==> config.mk <==
export PLATFORM = sky130hd
export DESIGN_NAME = tff_toggle_arbiter
export DESIGN_NICKNAME = d
export VERILOG_FILES = /design/src/rtl/tff_toggle_arbiter.sv
export SDC_FILE = /design/constraint.sdc
export NUM_CORES = 1
export LEC_CHECK = 0
export ABC_AREA = 1
export BUFFER_PORTS_ARGS = -buffer_cell sky130_fd_sc_hd__buf_2
export CAP_MARGIN = 10
export CORE_ASPECT_RATIO = 0.6
export CORE_MARGIN = 2
export CORE_UTILIZATION = 40
export CTS_CLUSTER_DIAMETER = 120
export DETAILED_ROUTE_END_ITERATION = 8
export GPL_TIMING_DRIVEN = 0
export HOLD_SLACK_MARGIN = 0.02
export SYNTH_ARGS = -nofsm -noshare
export SYNTH_HDL_FRONTEND = slang
export SYNTH_SLANG_ARGS = --single-unit
==> constraint.sdc <==
create_clock -name clk -period 2.4 [get_ports clk]
set_clock_uncertainty 0.05 [all_clocks]
set_input_delay 0.12 -clock clk [delete_from_list [all_inputs] [get_ports clk]]
set_output_delay 0.12 -clock clk [all_outputs]
set_load 0.01 [all_outputs]
==> src/rtl/tff_toggle_arbiter.sv <==
// Purpose : shares one T flip-flop between NREQ requesters; one toggle per round-robin grant, then GAP cool-down cycles.
// Latency : req sampled in IDLE at edge k -> gnt/t high in cycle k+1 -> new q visible from edge k+2.
// Backpressure: none held; req is level-sensitive and only looked at in IDLE, so a requester just keeps req high until served.
//
// Ports:
//   clk         rising-edge clock
//   rst         asynchronous active-low reset
//   req         level request per requester (bit i = requester i)
//   gnt         one-hot grant, high for exactly one cycle
//   t           T input of the shared flop, equal to |gnt
//   q           shared flop state
//   toggle_cnt  total toggles issued, wraps silently
//   busy        high whenever the sequencer is not in IDLE
module tff_toggle_arbiter #(
    parameter int NREQ = 4,
    parameter int GAP  = 2,
    parameter int CNTW = 8
) (
    input  logic            clk,
    input  logic            rst,
    input  logic [NREQ-1:0] req,
    output logic [NREQ-1:0] gnt,
    output logic            t,
    output logic            q,
    output logic [CNTW-1:0] toggle_cnt,
    output logic            busy
);

    localparam int PW = $clog2(NREQ);
    localparam logic [PW:0]   NREQ_W    = (PW+1)'(NREQ);
    localparam logic [PW-1:0] LAST      = PW'(NREQ - 1);
    // Counter is loaded on the GRANT cycle and counts down to zero in COOL,
    // giving exactly GAP cycles of COOL.
    localparam logic [3:0]    COOL_LOAD = (GAP > 0) ? 4'(GAP - 1) : 4'd0;

    typedef enum logic [1:0] {
        IDLE  = 2'd0,
        GRANT = 2'd1,
        COOL  = 2'd2
    } state_t;

    state_t          state;
    state_t          state_nxt;
    logic [PW-1:0]   ptr;
    logic [PW-1:0]   ptr_nxt;
    logic [3:0]      cool_cnt;

    logic            win_vld;
    logic [PW-1:0]   win;
    logic [NREQ-1:0] win_oh;
    logic [PW:0]     sum;
    logic [PW-1:0]   idx;

    // Round-robin search: first set req bit at or after ptr, wrapping mod NREQ.
    always_comb begin
        win_vld = 1'b0;
        win     = '0;
        win_oh  = '0;
        sum     = '0;
        idx     = '0;
        for (int i = 0; i < NREQ; i++) begin
            sum = {1'b0, ptr} + (PW+1)'(i);
            if (sum >= NREQ_W) begin
                sum = sum - NREQ_W;
            end
            idx = sum[PW-1:0];
            if (!win_vld && req[idx]) begin
                win_vld     = 1'b1;
                win         = idx;
                win_oh[idx] = 1'b1;
            end
        end
    end

    always_comb begin
        ptr_nxt = (win == LAST) ? '0 : win + 1'b1;
    end

    // State register
    always_ff @(posedge clk or negedge rst) begin
        if (!rst) begin
            state <= IDLE;
        end else begin
            state <= state_nxt;
        end
    end

    // Next-state logic
    always_comb begin
        state_nxt = state;
        case (state)
            IDLE: begin
                if (win_vld) begin
                    state_nxt = GRANT;
                end
            end
            GRANT: begin
                state_nxt = (GAP == 0) ? IDLE : COOL;
            end
            COOL: begin
                if (cool_cnt == 4'd0) begin
                    state_nxt = IDLE;
                end
            end
            default: begin
                state_nxt = IDLE;
            end
        endcase
    end

    // Output logic
    always_comb begin
        busy = (state != IDLE);
    end

    // Registered grant, pointer, counter and the shared T flop. The grant is
    // loaded on the same edge that moves IDLE -> GRANT, so gnt/t are high for
    // exactly the GRANT cycle and q flips on the edge that ends it.
    always_ff @(posedge clk or negedge rst) begin
        if (!rst) begin
            gnt        <= '0;
            t          <= 1'b0;
            q          <= 1'b0;
            ptr        <= '0;
            toggle_cnt <= '0;
            cool_cnt   <= 4'd0;
        end else begin
            if (state == IDLE && win_vld) begin
                gnt        <= win_oh;
                t          <= 1'b1;
                ptr        <= ptr_nxt;
                toggle_cnt <= toggle_cnt + 1'b1;
            end else begin
                gnt <= '0;
                t   <= 1'b0;
            end

            q <= q ^ t;

            if (state == GRANT) begin
                cool_cnt <= COOL_LOAD;
            end else if (state == COOL && cool_cnt != 4'd0) begin
                cool_cnt <= cool_cnt - 1'b1;
            end
        end
    end

endmodule
**Word level (Yosys, flattened, before mapping)**

Cells that the tools add are included.

- Output and inout port bits: 15
- Bits in registers: 22
- Word-level logic and storage cells: 96
- Bits of input ports: 6

- Add/subtract/negate cells: 10
- Order comparisons: 12
- Equality and inequality tests: 5
- Bitwise operators: 4
- Multiplexer cells: 40
- Reductions and logical operators: 18

Operators by type and width:

| cell | number |
|---|---|
| 2-to-1 mux 4 bit | 7 |
| 2-to-1 mux 2 bit | 11 |
| 2-to-1 mux 1 bit | 13 |
| < comparator 2 x 3 -> 1 bit, second input constant | 4 |
| bitwise OR 4 bit | 3 |
| greater-or-equal comparator 3 bit, second input constant | 3 |
| logical AND 1 bit | 9 |
| adder 8 x 1 -> 8 bit, second input constant | 1 |
| binary-select mux 1 bit (select 2 bit) | 4 |
| demux 1 bit (select 2 bit) | 4 |
| greater-or-equal comparator 2 x 1 -> 1 bit, second input constant | 4 |
| subtractor 2 x 1 -> 2 bit, second input constant | 4 |
| adder 2 x 2 -> 3 bit, second input constant | 2 |
| case mux 2 bit (3 select lines) | 1 |
| == test 2 bit, second input constant | 2 |
| logical NOT 4 bit | 1 |
| inequality test 2 bit, second input constant | 2 |
| nonzero test 2 bit | 2 |
| nonzero test 4 bit | 1 |
| subtractor 4 x 1 -> 4 bit, second input constant | 1 |
| adder 2 x 1 -> 3 bit, second input constant | 1 |
| greater-or-equal comparator 2 x 3 -> 1 bit, second input constant | 1 |
| logical NOT 1 bit | 3 |
| adder 2 x 1 -> 2 bit, second input constant | 1 |
| other kinds (4) | 4 |

**Logic depth before layout (Yosys ltp)**

Gate-level depths: netlist of the first run.

- Word-level depth: 16
- Gate-level depth with buffers: 13
- Depth with buffers taken out: 12

**Least setup slack after synthesis of the first run**

OpenSTA, ideal clock, no wires.

- Path kind: register to register
- Start: reg ptr[1]
- End: reg ptr[1]
- Library setup time: 0.117 ns
- Slack: 0.412 ns
- Cell stages (with the launch flop): 13
- Path buffers: 1
- Arrival: 1.821 ns
- Clock period less this slack: 1.988 ns
- Cell sequence: dfrtp_1 inv_1 ha_1 inv_1 nand2_1 nand2_2 nor2_8 nand4_4 nand2_4 inv_4 buf_6 nand3_2 nand2_1

- Longest elaborated chain between the ends: 16

RTL lines:

| what | line | RTL |
|---|---|---|
| start, declared | 44 | `logic [PW-1:0] ptr;` |
| start signal, assigned | 131 | `ptr <= ptr_nxt;` |
| branches (longest 16 deep; another with adder 2 x 1 -> 3 bit) | -- |  |

Several ways; the timed one is not identified. The select of a mux whose other input is x is not followed.
A chain may end at the register's enable or synchronous reset.

**Worst setup path after layout of the first run**

Ends and elaborated chain as after synthesis.

==> results.yml, run 1 <==
run_status:
  status: "finished clean"
synthesis:
  synth_compound_area_share_pct: 6.77
  synthCells: 184
  yosysSeqAreaShare_pct: 36.3
  synth_warnings: 0
  yosys.area.top_type_share_pct: 36.3
  synth_top_area_cell: "dfrtp_1"
  syn_area_um2: 1520
  ys_seq_elements: 22
  yosys-top-cells-area: "dfrtp_1 36%, nand2_1 11%, ha_1 9.1%"
  synthMuxAreaShare_pct: 0
  synthXorXnorAreaFrac_pct: 5.20
  avgSynthCellArea_um2: 8.23
  synthAdderAreaFrac_pct: 9.08
  syn_nets: 201
  synth_top_family_by_area: "simple AND/OR/NAND/NOR gates"
  ys_types: 29
  synth-simple-area-share_pct: 32.8
worst_hold_path:
  hp-class: "in2async"
placed_design:
  hpwl_um: 2280
  port_buffers: 20
  routabilityCongestion: 0.863
final_layout:
  num_antenna_cells: 0
  nNetsFinal: 227
  area_growth_pct: 15.8
  post_route_cells_drive_above_1_share_pct: 23.0
sta:
  slew_viol_final: 0
  fin_crit_ns: 2.18
  hold_violations: 0
  setup_violations: 0
  rsz0062_at_grt: "false"
  setup_tns_ns: 0
  fmax_ghz: 0.458
  max-slew-margin-rel_pct: 67.3
  tightest_slew_ns: 0.490
  min_period_over_period_pct: 90.9
routing:
  via_per_inst: 4.82
  wl_per_cell_um: 11.5
  firstDrtPassIters: 4
  first_iter_violations: 44
  post-route-drc-count: 0
  postRouteAntennaNets: 0
  vias: 1233
  routed_wl_um: 2940
grt:
  track_usage_pct: 15.5
  grt_start_max_net_pins: 23
  antenna_found_initial: 0
  grt_pass1_vias: 1143
  grt_overflow: 0
  grt_pass1_wl_um: 5300
worst_setup_path:
  critical_path_arrival_ns: 2.29
  crit_type: "reg2reg"
  cp_cell_sequence: "inv_1 -> ha_4 -> nand3_1 -> nand2_2 -> nor2_8 -> nand4_4 -> nand2_4 -> inv_4 -> buf_6 -> nand3_2 -> nand2_1"
  path_buf_inv: 3
  cp_top_family: "simple AND/OR/NAND/NOR gates"
  crit_path_max_fanout: 10
  critPathLaunchType: "flop"
  cp.required_ns: 2.51
  slowest_stage: "dfrtp_2"
  end_kind: "flop"
  critPathMaxStageDelay_ns: 0.49
clock_network:
  cts_tree: "built"
  clk_latency_ns: 0.26
  clk_path_buf_depth: 2
  cts-htree-levels: 1
  clock_sinks: 22
  cts-root-buf: "clkbuf_8"
  path_clk_slew_ns: 0.08
  cts_buffers: 3
  postCtsSetupRepairBufs: 0
run:
  maxCapViolations: 0
die:
  initial_core_util_pct: 41.4
  dieArea_um2: 4310
  core_um2: 3660
  io_pins: 21
  row_count: 17
  die-width_um: 83.5
  die_h_um: 51.7
power_and_ir_drop:
  power.leakage_nw: 0.974
  total_power_w: 0.00262
  p_per_area_nw_per_um2: 1500
  ir_drop_v: 0.000520
## cells in the mapped netlist, drive strengths merged
master,n
nand2,54
inv,31
nand3,25
dfrtp,22
ha,11
nand4,6
nor2,6
xor2,6
o21ai,5
a22oi,4
o22ai,3
xnor2,3
buf,2
a21oi,1
a31o,1
and3,1
nor3,1
nor4,1
o21a,1
## layer usage
layer  global-route usage [%]  wire length, um  up-vias  share of wire (%)
li1                         -                -      645                  -
met1                     24.1             1730      567                 59
met2                     21.5             1090       21                 37
met3                     4.76              123        0                4.2
met4                     1.61                0        0                  0
met5                        0                0        -                  0
## final timing paths
kind,slack [ns],depth (start not counted),start,endpoint
worst max-delay path,0.22,11,ptr[1]$_DFFE_PN0P_,ptr[1]$_DFFE_PN0P_
worst min-delay path,0.30,2,rst,gnt[3]$_DFF_PN0_
worst max register to register,0.22,11,ptr[1]$_DFFE_PN0P_,ptr[1]$_DFFE_PN0P_
worst min register to register,0.41,1,t$_DFF_PN0_,q$_DFF_PN0_
max in group asynchronous,1.64,2,rst,ptr[0]$_DFFE_PN0P_
min in group clk,0.41,1,t$_DFF_PN0_,q$_DFF_PN0_
## placed cells by master (no fill, tap or decap)
cell	n
nand2_1	45
inv_1	29
nand3_1	22
dfrtp_1	20
buf_2	20
ha_1	10
nand2_2	6
xor2_1	6
nor2_1	5
nand4_1	5
a22oi_1	4
clkbuf_8	4
nand2_4	3
xnor2_1	3
o22ai_1	3
buf_6	2
nand3_2	2
o21ai_0	2
o21ai_2	2
dfrtp_2	2
inv_8	1
nand3_4	1
nor2_8	1
nand4_4	1
inv_4	1
a31o_2	1
and3_1	1
o21ai_1	1
nor4_1	1
nor3_1	1
o21a_1	1
a21oi_1	1
ha_4	1
dlygate4sd3_1	1
## stage by stage
step	hold WS (ns)	worst slack [ns]	area, um^2	instances	utilization, %
floorplan	-0.226	0.412	1520	184	-
global placement	0.0595	0.0115	1670	251	45.8
detailed placement	0.0642	0.0455	1670	251	45.8
CTS	0.316	0.0287	1740	256	47.5
global route	0.329	0.0660	1750	256	47.9
finish	0.297	0.218	1750	256	47.9
## sequential cells by signal, summed over array words and instances (netlist names)
| name | flops |
|---|---|
| cool_cnt | 4 |
| gnt | 4 |
| ptr | 2 |
| q | 1 |
| state | 2 |
| t | 1 |
| toggle_cnt | 8 |
## cell families after synthesis
group,after synthesis
adders and majority gates,11
and+or+nand+nor,94
AOI/OAI and AO/OA,15
xor gates and xnor gates,9
DFF,22
buffers and inverters,33
## where the power goes
group          switching (W)  total [W]  internal (W)
Clock               0.000117   0.000263      0.000146
Sequential          0.000134   0.000660      0.000526
Combinational        0.00108    0.00170      0.000622
## layout make-up
| class | count | area (um^2) |
|---|---|---|
| Buffer | 2 | 22.5 |
| Clock buffer | 4 | 55.1 |
| Fill cell | 366 | 1900 |
| Inverter | 31 | 126 |
| Multi-Input combinational cell | 129 | 828 |
| Sequential cell | 22 | 553 |
| Tap cell | 47 | 58.8 |
| Timing Repair Buffer | 21 | 110 |
## what timing repair did
item,4_1_cts,5_1_grt
resized for setup,0,3
hold endpoints to repair,22,0
endpoints found under the setup margin,0,14
hold buffers,1,0
(Power assumes the default switching activity.)
==> inputs of run 2 (changes only) <==
Settings changed: ABC_AREA 1 to default.
==> run 2 against run 1 <==
  * Synthesized cell count down 29%
  * Non-clock buffer count up 14
  * Design area down 1.0%
  * First-iteration DRC count up 39%
  * Fmax down 6.9%
  * Global-route usage down 0.24 points
  * Hold slack better by 0.0014 ns
  * Final cell count down 16%
  * Synthesized area down 9.7%
  * Clock power up 28%
==> results.yml, run 2 <==
clock_network:
  cts-htree-levels: 1
  path_clk_slew_ns: 0.08
  cts-root-buf: "clkbuf_8"
  clk_latency_ns: 0.26
  cts_tree: "built"
  clock_sinks: 22
  clk_path_buf_depth: 2
  cts_buffers: 3
synthesis:
  syn_area_um2: 1370
  ys_types: 34
  synth_warnings: 0
  yosys-top-cells-area: "dfrtp_1 40%, ha_1 10%, a22oi_1 4.9%"
  ys_seq_elements: 22
  yosys.area.top_type_share_pct: 40.3
  synth-edff-count: 0
  synthArstFlopShare_pct: 100
  synthFlopType: "dfrtp_1"
  synth_common_cells: "22 x dfrtp_1, 11 x ha_1, 11 x nand2_1"
  post-synth-top-count-cell: "dfrtp_1"
  syn_nets: 148
  synthCells: 131
  avgSynthCellArea_um2: 10.4
  synth_top_area_cell: "dfrtp_1"
  yosysSeqAreaShare_pct: 40.3
final_layout:
  layout.cells.most_common: "dfrtp_1"
  area_growth_pct: 27.0
  top_regs: "toggle_cnt: 8 flops, cool_cnt: 4 flops, gnt: 4 flops"
  largest_reg_flops: 8
  num_antenna_cells: 0
  largest-register: "toggle_cnt"
  nNetsFinal: 187
  nFillCells: 294
  post_route_cells_drive_above_1_share_pct: 33.7
  mostFrequentLayoutCells: "21 x dfrtp_1, 20 x buf_2, 13 x buf_4"
power_and_ir_drop:
  p_clk_share_pct: 13.0
  swShare_pct: 41.3
  p_seq_share_pct: 26.2
  ir_drop_v: 0.000621
  power.leakage_nw: 0.816
  pwr-share-comb_pct: 60.8
  p_sw_w: 0.00106
  total_power_w: 0.00258
  p_per_area_nw_per_um2: 1480
  internal-power_w: 0.00151
die:
  row_count: 16
  io_pins: 21
  die_h_um: 49.3
  core_um2: 3260
  initial_core_util_pct: 41.9
  die-width_um: 79.5
  dieArea_um2: 3920
worst_setup_path:
  critPathLaunchType: "flop"
  cp_cell_sequence: "buf_8 -> clkinvlp_4 -> ha_4 -> mux4_2 -> buf_4 -> o32ai_2 -> a211oi_1 -> o31ai_2"
  critical_path_arrival_ns: 2.47
  critPathMaxStageDelay_ns: 0.56
  path_buf_inv: 3
  cp_top_family: "multiplexers"
  crit_type: "reg2reg"
  crit_path_max_fanout: 5
  end_kind: "flop"
  slowest_stage: "mux4_2"
  cp.required_ns: 2.52
routing:
  first_iter_violations: 61
  post-route-drc-count: 0
  postRouteAntennaNets: 0
  via_per_inst: 5.29
  routed_wl_um: 3010
  wl_per_cell_um: 14.1
  vias: 1131
  firstDrtPassIters: 4
grt:
  antenna_found_initial: 0
  grt_pass1_wl_um: 4710
  grt_pass1_vias: 1068
  grt_start_max_net_pins: 23
  grt_overflow: 0
  track_usage_pct: 15.2
sta:
  fin_crit_ns: 2.34
  hold_violations: 0
  fmax_ghz: 0.427
  fin_ws_ns: 0.0569
  tightest_slew_ns: 0.480
  slew_viol_final: 0
  setup_violations: 0
  min_period_over_period_pct: 97.6
  max-slew-margin-rel_pct: 68.0
placed_design:
  dp_slack_ns: -0.275
  port_buffers: 20
  routabilityCongestion: 0.894
  hpwl_um: 2070
run:
  maxCapViolations: 0
worst_hold_path:
  hp-class: "in2async"
run_status:
  status: "finished clean"
-- run 2: routing by layer --
metal / global-route usage [%] / part of all wire, %
met1: 21.2 / 49
met2: 24.6 / 47
met3: 4.07 / 3.7
met4: 1.72 / 0.56
met5: 0 / 0
-- run 2: stage by stage --
| step | setup TNS [ns] | instance area (um^2) | util [%] | hold slack (ns) | instances |
|---|---|---|---|---|---|
| floorplan | 0 | 1380 | - | -0.226 | 131 |
| global placement | -0.899 | 1540 | 47.1 | 0.0533 | 196 |
| finish | 0 | 1740 | 53.2 | 0.298 | 214 |
| CTS | 0 | 1670 | 51.2 | 0.313 | 207 |
| detailed placement | -1.30 | 1540 | 47.1 | 0.0659 | 196 |
| global route | -0.0145 | 1740 | 53.2 | 0.352 | 214 |
-- run 2: power by group through the flow --
stage | clock, W | combinational [W] | sequential, W
final | 0.000336 | 0.00157 | 0.000675
after detailed placement | 0 | 0.00128 | 0.000690
after global placement | 0 | 0.00123 | 0.000683
after CTS | 0.000346 | 0.00142 | 0.000669
after floorplan | 0 | 0.000932 | 0.000704
after global routing | 0.000368 | 0.00169 | 0.000695
-- run 2: cell type report --
class                   instances  area, um^2  share of cell area (%)
multi-input cells              98         786                    45.2
flip-flops and latches         22         552                    31.8
repair buffers                 34         208                    12.0
well taps                      45        56.3                    3.24
clock buffers                   3        41.3                    2.38
inverters                       8        33.8                    1.95
clock inverters                 1        30.0                    1.73
plain buffers                   3        30.0                    1.73
-- run 2: path summary, 6_finish.rpt --
kind                               startpoint                         to  slack, ns  cells after the start
max reg2reg                ptr[0]$_DFFE_PN0P_         ptr[1]$_DFFE_PN0P_       0.06                      8
max in group asynchronous                 rst         ptr[0]$_DFFE_PN0P_       1.65                      2
min reg2reg                       q$_DFF_PN0_                q$_DFF_PN0_       0.41                      1
min                                       rst  toggle_cnt[1]$_DFFE_PN0P_       0.30                      2
min in group clk                       req[2]         ptr[1]$_DFFE_PN0P_       0.37                      5
max                        ptr[0]$_DFFE_PN0P_         ptr[1]$_DFFE_PN0P_       0.06                      8
-- run 2: logic make-up after synthesis --
| group | share of synthesized area [%] |
|---|---|
| simple gates | 15.2 |
| compound gates | 15.6 |
| flops | 40.3 |
| buf+inv | 3.66 |
| fa+ha+maj | 10.1 |
| xor+xnor | 5.76 |
| mux | 9.51 |
-- run 2: what timing repair did --
| action | in CTS | in global routing |
|---|---|---|
| hold endpoints to repair | 22 | 0 |
| setup buffers | 6 | 7 |
| endpoints found under the setup margin | 6 | 6 |
| pin swaps | 0 | 1 |
| resized for setup | 3 | 4 |
| hold buffers | 1 | 0 |
